--- config.mk ---
export PLATFORM = sky130hd
export DESIGN_NAME = lock_manager
export DESIGN_NICKNAME = d
export VERILOG_FILES = /design/src/rtl/lock_manager_pkg.sv /design/src/rtl/lock_table.sv /design/src/rtl/lock_manager.sv
export SDC_FILE = /design/constraint.sdc
export NUM_CORES = 1
export LEC_CHECK = 0
export BUFFER_PORTS_ARGS = -buffer_cell sky130_fd_sc_hd__buf_2
export CAP_MARGIN = 20
export CELL_PAD_IN_SITES_DETAIL_PLACEMENT = 0
export CELL_PAD_IN_SITES_GLOBAL_PLACEMENT = 1
export CORE_MARGIN = 8
export CORE_UTILIZATION = 42
export CTS_BUF_LIST = sky130_fd_sc_hd__clkbuf_16
export DETAILED_ROUTE_END_ITERATION = 8
export GPL_TIMING_DRIVEN = 0
export PLACE_DENSITY = 0.77
export SLEW_MARGIN = 20
export SYNTH_ARGS = -nofsm -noshare
export SYNTH_HDL_FRONTEND = slang
export SYNTH_SLANG_ARGS = --single-unit
--- constraint.sdc ---
create_clock -name clk -period 4.1 [get_ports clk]
set_clock_uncertainty 0.1 [all_clocks]
set_input_delay 0 -clock clk [delete_from_list [all_inputs] [get_ports clk]]
set_output_delay 0 -clock clk [all_outputs]
set_load 0.02 [all_outputs]
--- src/rtl/lock_manager_pkg.sv ---
// rtl/lock_manager_pkg.sv - shared OmpSsManager command/ack codes, field positions and lock FSM states
package lock_manager_pkg;

   // Command word field positions
   localparam int CMD_TYPE_L   = 0;
   localparam int CMD_TYPE_H   = 7;
   localparam int LOCK_ID_L    = 8;
   localparam int LOCK_ID_H    = 15;
   localparam int LOCK_ID_BITS = LOCK_ID_H - LOCK_ID_L + 1;

   // Command codes understood by the lock manager
   localparam logic [7:0] CMD_LOCK_CODE   = 8'h04;
   localparam logic [7:0] CMD_UNLOCK_CODE = 8'h06;

   // Ack codes returned for LOCK commands
   localparam logic [7:0] ACK_OK_CODE     = 8'h01;
   localparam logic [7:0] ACK_REJECT_CODE = 8'h00;

   // Source ID stamped on every ack leaving the lock manager
   localparam logic [4:0] HWR_LOCK_ID = 5'h15;

   // Lock manager control FSM
   typedef enum logic [1:0] {
      IDLE = 2'd0,
      EXEC = 2'd1,
      ACK  = 2'd2
   } lock_state_t;

endpackage

--- src/rtl/lock_table.sv ---
// rtl/lock_table.sv - registered owner/busy array with a single lookup/update port
module lock_table
   import lock_manager_pkg::*;
#(
   parameter int NUM_LOCKS = 16,
   parameter int ACC_BITS  = 6
) (
   input  logic                         clk,
   input  logic                         rstn,
   input  logic [$clog2(NUM_LOCKS)-1:0] i_idx,
   input  logic                         i_set,
   input  logic                         i_clr,
   input  logic [ACC_BITS-1:0]          i_owner,
   output logic                         o_busy,
   output logic [ACC_BITS-1:0]          o_owner,
   output logic [NUM_LOCKS-1:0]         o_busy_vec
);

   logic [NUM_LOCKS-1:0] r_busy;
   logic [ACC_BITS-1:0]  r_owner [NUM_LOCKS];

   // Lookup is combinational so the caller can decide and update in the same cycle
   assign o_busy     = r_busy[i_idx];
   assign o_owner    = r_owner[i_idx];
   assign o_busy_vec = r_busy;

   // Table update: set claims a slot for i_owner, clear releases it; set wins if both
   always_ff @(posedge clk) begin
      if (!rstn) begin
         r_busy <= '0;
         for (int i = 0; i < NUM_LOCKS; i++) begin
            r_owner[i] <= '0;
         end
      end else if (i_set) begin
         r_busy[i_idx]  <= 1'b1;
         r_owner[i_idx] <= i_owner;
      end else if (i_clr) begin
         r_busy[i_idx]  <= 1'b0;
         r_owner[i_idx] <= '0;
      end
   end

endmodule

--- src/rtl/lock_manager.sv ---
// rtl/lock_manager.sv - hardware lock manager: LOCK/UNLOCK commands in, acks out
module lock_manager
   import lock_manager_pkg::*;
#(
   parameter int NUM_LOCKS = 16,
   parameter int ACC_BITS  = 6
) (
   input  logic                 clk,
   input  logic                 rstn,
   input  logic                 cmd_in_tvalid,
   output logic                 cmd_in_tready,
   input  logic [63:0]          cmd_in_tdata,
   input  logic [ACC_BITS-1:0]  cmd_in_tid,
   output logic                 ack_out_tvalid,
   input  logic                 ack_out_tready,
   output logic [63:0]          ack_out_tdata,
   output logic [ACC_BITS-1:0]  ack_out_tdest,
   output logic [4:0]           ack_out_tid,
   output logic [NUM_LOCKS-1:0] lock_busy,
   output logic                 cmd_err
);

   localparam int IDX_W = $clog2(NUM_LOCKS);

   lock_state_t r_state;
   lock_state_t w_state_next;

   logic [7:0]              r_cmd_code;
   logic [LOCK_ID_BITS-1:0] r_lock_id;
   logic [ACC_BITS-1:0]     r_tid;

   logic [7:0]              r_ack_code;
   logic [LOCK_ID_BITS-1:0] r_ack_id;
   logic [ACC_BITS-1:0]     r_ack_dest;

   logic                    w_accept;
   logic                    w_in_exec;
   logic                    w_is_lock;
   logic                    w_is_unlock;
   logic                    w_in_range;
   logic [IDX_W-1:0]        w_idx;
   logic                    w_entry_busy;
   logic [ACC_BITS-1:0]     w_entry_owner;
   logic                    w_lock_ok;
   logic                    w_unlock_ok;
   logic                    w_tbl_set;
   logic                    w_tbl_clr;
   logic                    w_unused_tdata;

   // Only the code and lock ID fields carry meaning; the rest of the word is ignored
   assign w_unused_tdata = ^cmd_in_tdata[63:LOCK_ID_H+1];

   // Gating with rstn keeps the command port closed while reset is held
   assign cmd_in_tready = (r_state == IDLE) && rstn;
   assign w_accept      = cmd_in_tvalid && cmd_in_tready;
   assign w_in_exec     = (r_state == EXEC);

   // Decode of the registered command
   assign w_is_lock   = (r_cmd_code == CMD_LOCK_CODE);
   assign w_is_unlock = (r_cmd_code == CMD_UNLOCK_CODE);
   assign w_in_range  = ({1'b0, r_lock_id} < (LOCK_ID_BITS + 1)'(NUM_LOCKS));
   assign w_idx       = r_lock_id[IDX_W-1:0];

   // A lock is granted only when free; an unlock is honoured only from the owner
   assign w_lock_ok   = w_is_lock && w_in_range && !w_entry_busy;
   assign w_unlock_ok = w_is_unlock && w_in_range && w_entry_busy && (w_entry_owner == r_tid);
   assign w_tbl_set   = w_in_exec && w_lock_ok;
   assign w_tbl_clr   = w_in_exec && w_unlock_ok;

   // Out-of-range LOCK, refused UNLOCK and unknown codes all flag an error in EXEC
   assign cmd_err = w_in_exec &&
                    ((w_is_lock && !w_in_range) ||
                     (w_is_unlock && !w_unlock_ok) ||
                     (!w_is_lock && !w_is_unlock));

   assign ack_out_tvalid = (r_state == ACK);
   assign ack_out_tdata  = {{(64 - LOCK_ID_BITS - 8){1'b0}}, r_ack_id, r_ack_code};
   assign ack_out_tdest  = r_ack_dest;
   assign ack_out_tid    = HWR_LOCK_ID;

   lock_table #(
      .NUM_LOCKS (NUM_LOCKS),
      .ACC_BITS  (ACC_BITS)
   ) u_lock_table (
      .clk        (clk),
      .rstn       (rstn),
      .i_idx      (w_idx),
      .i_set      (w_tbl_set),
      .i_clr      (w_tbl_clr),
      .i_owner    (r_tid),
      .o_busy     (w_entry_busy),
      .o_owner    (w_entry_owner),
      .o_busy_vec (lock_busy)
   );

   // FSM state register
   always_ff @(posedge clk) begin
      if (!rstn) begin
         r_state <= IDLE;
      end else begin
         r_state <= w_state_next;
      end
   end

   // Next state: one command in flight; only LOCK produces an ack
   always_comb begin
      w_state_next = r_state;
      case (r_state)
         IDLE:    if (w_accept) w_state_next = EXEC;
         EXEC:    w_state_next = w_is_lock ? ACK : IDLE;
         ACK:     if (ack_out_tready) w_state_next = IDLE;
         default: w_state_next = IDLE;
      endcase
   end

   // Capture the command fields and requester on the input handshake
   always_ff @(posedge clk) begin
      if (!rstn) begin
         r_cmd_code <= '0;
         r_lock_id  <= '0;
         r_tid      <= '0;
      end else if (w_accept) begin
         r_cmd_code <= cmd_in_tdata[CMD_TYPE_H:CMD_TYPE_L];
         r_lock_id  <= cmd_in_tdata[LOCK_ID_H:LOCK_ID_L];
         r_tid      <= cmd_in_tid;
      end
   end

   // Build the ack in EXEC; it then stays stable for the whole ACK state
   always_ff @(posedge clk) begin
      if (!rstn) begin
         r_ack_code <= '0;
         r_ack_id   <= '0;
         r_ack_dest <= '0;
      end else if (w_in_exec && w_is_lock) begin
         r_ack_code <= w_lock_ok ? ACK_OK_CODE : ACK_REJECT_CODE;
         r_ack_id   <= r_lock_id;
         r_ack_dest <= r_tid;
      end
   end

endmodule

==> results_dict.tcl, run 1 <==
set metrics [dict create \
    cts_tree "yes" \
    antenna_found_initial 0 \
    ioPinCount 168 \
    fin_hold_ws_ps 92.9 \
    synth_top_family_by_area "simple AND/OR/NAND/NOR gates" \
    drv_slew 0 \
    layout_common_cells "nor2_1 (129), edfxtp_1 (96), buf_2 (72)" \
    clock_sinks 155 \
    fmax_mhz 252 \
    synthAdderAreaFrac_pct 0 \
    yosysUniqueCellTypes 45 \
    worst_pin_slew_ps 840 \
    slew_headroom_pct 44.0 \
    gp_congestion 0.808 \
    synth_cells 657 \
    ir_drop_mv 0.294 \
    finalCritPeriodShare_pct 96.9 \
    postPlaceCellArea_um2 8140 \
    grt_max_degree 17 \
    drtIter0Drc 476 \
    ant_nets 0 \
    final_common_cell "nor2_1" \
    io_buffer_count 59 \
    finalHoldViolations 0 \
    synthMuxAreaShare_pct 12.2 \
    cp-end-kind "flip-flop" \
    drc 0 \
    diodes 0 \
    grt_pass1_vias 5667 \
    crit_arrival_ps 3940 \
    post_cts_buffers 0 \
    design_area_um2 9180 \
    grt_first_pass_wirelength_mm 31.4 \
    setup_viol 0 \
    overflow 0 \
    cts_buffers 17 \
    vias 5410 \
    synth-seq-cells 155 \
    seq_area_frac_synth_pct 55.4 \
    fin_crit_ps 3970 \
    routedWlPerCell_um 18.9 \
    cp_max_fo 10 \
    syn_to_final_growth_pct 25.1 \
    clk_path_buf_depth 2 \
    wl_mm 20.0 \
    drive_above_1_share_pct 27.0 \
    async_reset_ff_share_pct 0 \
    holdCritPathClass "input pin to flip-flop" \
    rsz0062_at_grt "true" \
    die_w_um 148 \
    start_util_pct 42.7 \
    status "complete, no violations" \
    total_power_mw 3.77 \
    worstSkewPairLatency_ps 440 \
    synth-compound-area-share_pct 7.35 \
    path_class "flip-flop to flip-flop" \
    power.density_nw_per_um2 411 \
    syn_area_um2 7340 \
    placementRows 48 \
    synthFlopType "edfxtp_1" \
    syn_avg_cell_area_um2 11.2 \
    firstDrtPassIters 5 \
    synth_edf_count 96 \
    root_buffer "clkbuf_16" \
    routed_via_density 5.12 \
    synthSimpleGateAreaFrac_pct 14.5 \
    required_ps 4070 \
    die_area_um2 22000 \
    grt_usage_pct 18.7 \
    p_leak_nw 3.58 \
    critPathLaunchType "flip-flop" \
    synth_warnings 0 \
    core-area_um2 17200 \
    die_h_um 148 \
    synth-xor-area-share_pct 0.477 \
    max_cap_viol_count 0 \
    hpwlAfterDp_mm 14.3 \
    h-tree-depth 4 \
    layout.nets 892 \
    cts.reportedPaths.clkPinSlew_ps 60 \
]
==> cells by family (layout without fill, tap and decap cells) <==
kind of cell | Yosys count | in the layout
AO/OA/AOI/OAI | 86 | 86
multiplexers | 60 | 60
flip-flops | 155 | 155
other | 2 | 60
XOR/XNOR | 4 | 4
AND/OR/NAND/NOR | 237 | 237
buffers and inverters | 113 | 229
==> report_power, final <==
part | leakage [nW] | total, mW | switching, mW | internal (mW)
Combinational | 1.92 | 0.430 | 0.255 | 0.175
Clock | 0.285 | 1.60 | 0.644 | 0.956
Sequential | 1.38 | 1.74 | 0.0311 | 1.71
==> repair_timing <==
action / 4_1_cts / 5_1_grt
setup endpoints to repair: 96 / 96
gates resized for setup: 15 / 12
hold endpoints to repair: 32 / 0
pin swaps: 0 / 0
hold buffers: 25 / 0
==> cells in the mapped netlist, drive strengths merged (2+ instances only) <==
| library cell | n | area share (%) |
|---|---|---|
| nand2 | 63 | 3.9 |
| nor2b | 9 | 0.77 |
| xnor2 | 4 | 0.48 |
| nand4 | 3 | 0.26 |
| mux2i | 37 | 5.0 |
| nand3 | 9 | 0.61 |
| inv | 8 | 0.41 |
| conb | 2 | 0.10 |
| nand3b | 3 | 0.31 |
| a31oi | 9 | 0.77 |
| nor3 | 3 | 0.20 |
| buf | 83 | 8.4 |
| a22oi | 6 | 0.61 |
| mux4 | 23 | 7.2 |
| and2 | 2 | 0.17 |
| nor2 | 135 | 7.3 |
| a2bb2oi | 16 | 1.9 |
| clkbuf | 21 | 1.1 |
| o21ai | 39 | 2.7 |
| dfxtp | 59 | 16 |
| edfxtp | 96 | 39 |
| a21oi | 9 | 0.61 |
| nand2b | 3 | 0.26 |
==> routing by layer <==
layer	global-route usage [%]	wire [µm]
met1	23.2	8350
met2	31.8	10000
met3	3.83	1250
met4	6.12	398
met5	0	0
==> worst paths after layout <==
| check | endpoint | from | slack, ps | depth (start not counted) |
|---|---|---|---|---|
| hold reg to reg | r_cmd_code[6]$_SDFFE_PN0P_ | r_cmd_code[6]$_SDFFE_PN0P_ | 370 | 2 |
| setup reg to reg | u_lock_table.r_owner[3][3]$_SDFFCE_PN0P_ | flip-flop | 130 | 10 |
| hold / removal | r_cmd_code[3]$_SDFFE_PN0P_ | cmd_in_tvalid | 90 | 4 |
| setup / recovery | u_lock_table.r_owner[3][3]$_SDFFCE_PN0P_ | flip-flop | 130 | 10 |
==> area by class of cell <==
type	count	area (µm²)
plain buffers	104	699
clock buffers	17	425
clock inverters	15	174
fillers	1534	8000
inverters	9	33.8
multi-input cells	447	2950
flip-flops and latches	155	4060
well taps	225	282
repair buffers	84	546
==> critical path: stages (launching register included) <==
cell and delay [ps]:
dfxtp_1 310, buf_2 270, clkbuf_4 310, mux4_2 530
mux2i_1 260, mux2i_1 140, xnor2_1 170, o2111ai_1 320
nor3_4 400, buf_4 340, a2bb2oi_2 450
==> through the flow <==
step | instances | util [%] | TNS, ps | worst slack [ps]
after floorplan | 715 | - | 0 | 858
after global placement | 999 | 47.3 | -39890 | -549
after detailed placement | 999 | 47.4 | -40560 | -603
after CTS | 1056 | 52.9 | -2840 | -108
after global routing | 1056 | 53.4 | -5010 | -133
final | 1056 | 53.4 | 0 | 129
Note: power is estimated with default switching activity, not from simulation.
==> inputs of run 2 (changes only) <==
--- a/config.mk
+++ b/config.mk
@@ -9,7 +9,6 @@
 export CAP_MARGIN = 20
 export CELL_PAD_IN_SITES_DETAIL_PLACEMENT = 0
 export CELL_PAD_IN_SITES_GLOBAL_PLACEMENT = 1
-export CORE_MARGIN = 8
 export CORE_UTILIZATION = 42
 export CTS_BUF_LIST = sky130_fd_sc_hd__clkbuf_16
 export DETAILED_ROUTE_END_ITERATION = 8
==> run 2 against run 1 <==
Effect of this change: hold slack lost 14 ps; global-route usage grew 3.0 points; wire length decreased by 4.7%; register-to-register slack got worse by 50 ps; cell count decreased by 0.47%; die area down 18%; sequential share of layout area rose by 0.10 points; via count is 0.11% lower; maximum frequency shrank 1.2%; sequential power is essentially flat; total power decreased by 0.61%; non-clock buffer count unchanged; largest power group unchanged.
==> results_dict.tcl, run 2 (synthesized netlist as in run 1, its figures left out) <==
set metrics [dict create \
    grt_first_pass_wirelength_mm 28.7 \
    critPathLaunchType "flip-flop" \
    crit_top_cell "buf_2" \
    cp_slowest_cell "mux4_2" \
    core-area_um2 16800 \
    setup_viol 0 \
    root_buffer "clkbuf_16" \
    vias 5404 \
    holdCritPathClass "input pin to flip-flop" \
    cp_max_fo 10 \
    diodes 0 \
    drv_slew 0 \
    clock_sinks 155 \
    fin_crit_ps 4020 \
    cts_buffers 17 \
    drc 0 \
    combPwrFrac_pct 11.5 \
    die_h_um 134 \
    worst_pin_slew_ps 902 \
    power.density_nw_per_um2 410 \
    clockPowerShare_pct 42.1 \
    drtIter0Drc 494 \
    worstSkewPairLatency_ps 420 \
    path_buf_inv 3 \
    postPlaceCellArea_um2 8130 \
    path_delay_family "multiplexers" \
    grt_usage_pct 21.6 \
    routedWlPerCell_um 18.1 \
    finalCritPeriodShare_pct 98.0 \
    cpPeakStageDelay_ps 540 \
    drive_above_1_share_pct 27.1 \
    ir_drop_mv 0.294 \
    syn_to_final_growth_pct 24.8 \
    firstDrtPassIters 5 \
    seq_power_share_pct 46.5 \
    overflow 0 \
    hpwlAfterDp_mm 13.1 \
    wl_mm 19.1 \
    cts.reportedPaths.clkPinSlew_ps 60 \
    antenna_found_initial 0 \
    switching_power_mw 0.955 \
    h-tree-depth 4 \
    rsz0062_at_grt "true" \
    required_ps 4060 \
    post_cts_buffers 0 \
    layout.nets 892 \
    gp_congestion 0.815 \
    io_buffer_count 59 \
    p_leak_nw 3.57 \
    p_int_mw 2.80 \
    fin_util_pct 54.4 \
    max_cap_viol_count 0 \
    fmax_mhz 249 \
    path_class "flip-flop to flip-flop" \
    routed_via_density 5.14 \
    slew_headroom_pct 39.9 \
    fillers 1465 \
    status "complete, no violations" \
    placementRows 47 \
    grt_max_degree 17 \
    p_sw_share_pct 25.5 \
    design_area_um2 9150 \
    cp-end-kind "flip-flop" \
    cts_tree "yes" \
    clk_path_buf_depth 2 \
    ant_nets 0 \
    grt_pass1_vias 5149 \
    die_w_um 134 \
    crit_arrival_ps 3980 \
    finalHoldViolations 0 \
    start_util_pct 43.6 \
    total_power_mw 3.75 \
    ioPinCount 168 \
    layout_common_cells "nor2_1 (129), edfxtp_1 (96), buf_2 (72)" \
    path_cells "buf_2 -> buf_2 -> mux4_2 -> mux2i_1 -> mux2i_1 -> xnor2_1 -> o2111ai_1 -> nor3_4 -> buf_2 -> a2bb2oi_2" \
    die_area_um2 18000 \
    final_common_cell "nor2_1" \
]
-- run 2: changes by cell type in the layout (fill, tap and decap cells not counted), sizes merged --
cell / change
inv: +5
bufinv: -1
clkinv: -5
clkbuf: +1
buf: -1
clkinvlp: +1
-- run 2: tightest hold or removal path, cell delays in order --
cell and delay [ps]:
buf_2 90, and2_1 120, clkbuf_1 170, o21ai_0 170
-- run 2: cell type report --
cell class / instances / area [µm²] / share of cell area [%]
Inverter: 9 / 33.8 / 0.369
Buffer: 104 / 701 / 7.65
Multi-Input combinational cell: 447 / 2950 / 32.2
Timing Repair Buffer: 84 / 546 / 5.96
Sequential cell: 155 / 4060 / 44.4
Clock buffer: 17 / 425 / 4.65
Clock inverter: 15 / 164 / 1.79
Tap cell: 220 / 275 / 3.01
-- run 2: what timing repair did --
| item | 4_1_cts | 5_1_grt |
|---|---|---|
| resized for setup | 15 | 12 |
| setup endpoints to repair | 96 | 96 |
| endpoints found under the hold margin | 32 | 0 |
| hold buffers | 25 | 0 |
-- run 2: metal layers --
layer	track usage (%)	vias up	part of all wire [%]
met3	3.55	26	5.8
met1	28.7	2609	43
met2	35.9	247	49
met5	0	-	0
met4	7.55	0	1.8
li1	-	2522	-
-- run 2: final timing paths --
| kind | endpoint | cells after the start | from | slack [ps] |
|---|---|---|---|---|
| worst max-delay path | u_lock_table.r_owner[14][4]$_SDFFCE_PN0P_ | 10 | flip-flop | 80 |
| worst min-delay path | r_cmd_code[4]$_SDFFE_PN0P_ | 4 | cmd_in_tvalid | 80 |
| worst max register to register | u_lock_table.r_owner[14][4]$_SDFFCE_PN0P_ | 10 | flip-flop | 80 |
| worst min register to register | r_cmd_code[0]$_SDFFE_PN0P_ | 2 | r_cmd_code[0]$_SDFFE_PN0P_ | 360 |
-- run 2: stage by stage --
stage | setup TNS (ps) | instances | hold WS [ps] | setup WS, ps
floorplan | 0 | 715 | 8.62 | 858
global placement | -34160 | 994 | 94.8 | -488
detailed placement | -40020 | 994 | 100 | -591
CTS | -1060 | 1051 | 53.1 | -62.2
global route | -2650 | 1051 | 138 | -84.1
finish | 0 | 1051 | 79.3 | 80.5
-- run 2: power by group through the flow --
| stage | logic (mW) | registers [mW] | clock network [mW] |
|---|---|---|---|
| floorplan | 0.295 | 1.77 | 0 |
| finish | 0.430 | 1.74 | 1.58 |
| global placement | 0.383 | 1.77 | 0 |
| detailed placement | 0.388 | 1.78 | 0 |
| global route | 0.460 | 1.75 | 1.65 |
| CTS | 0.416 | 1.74 | 1.59 |
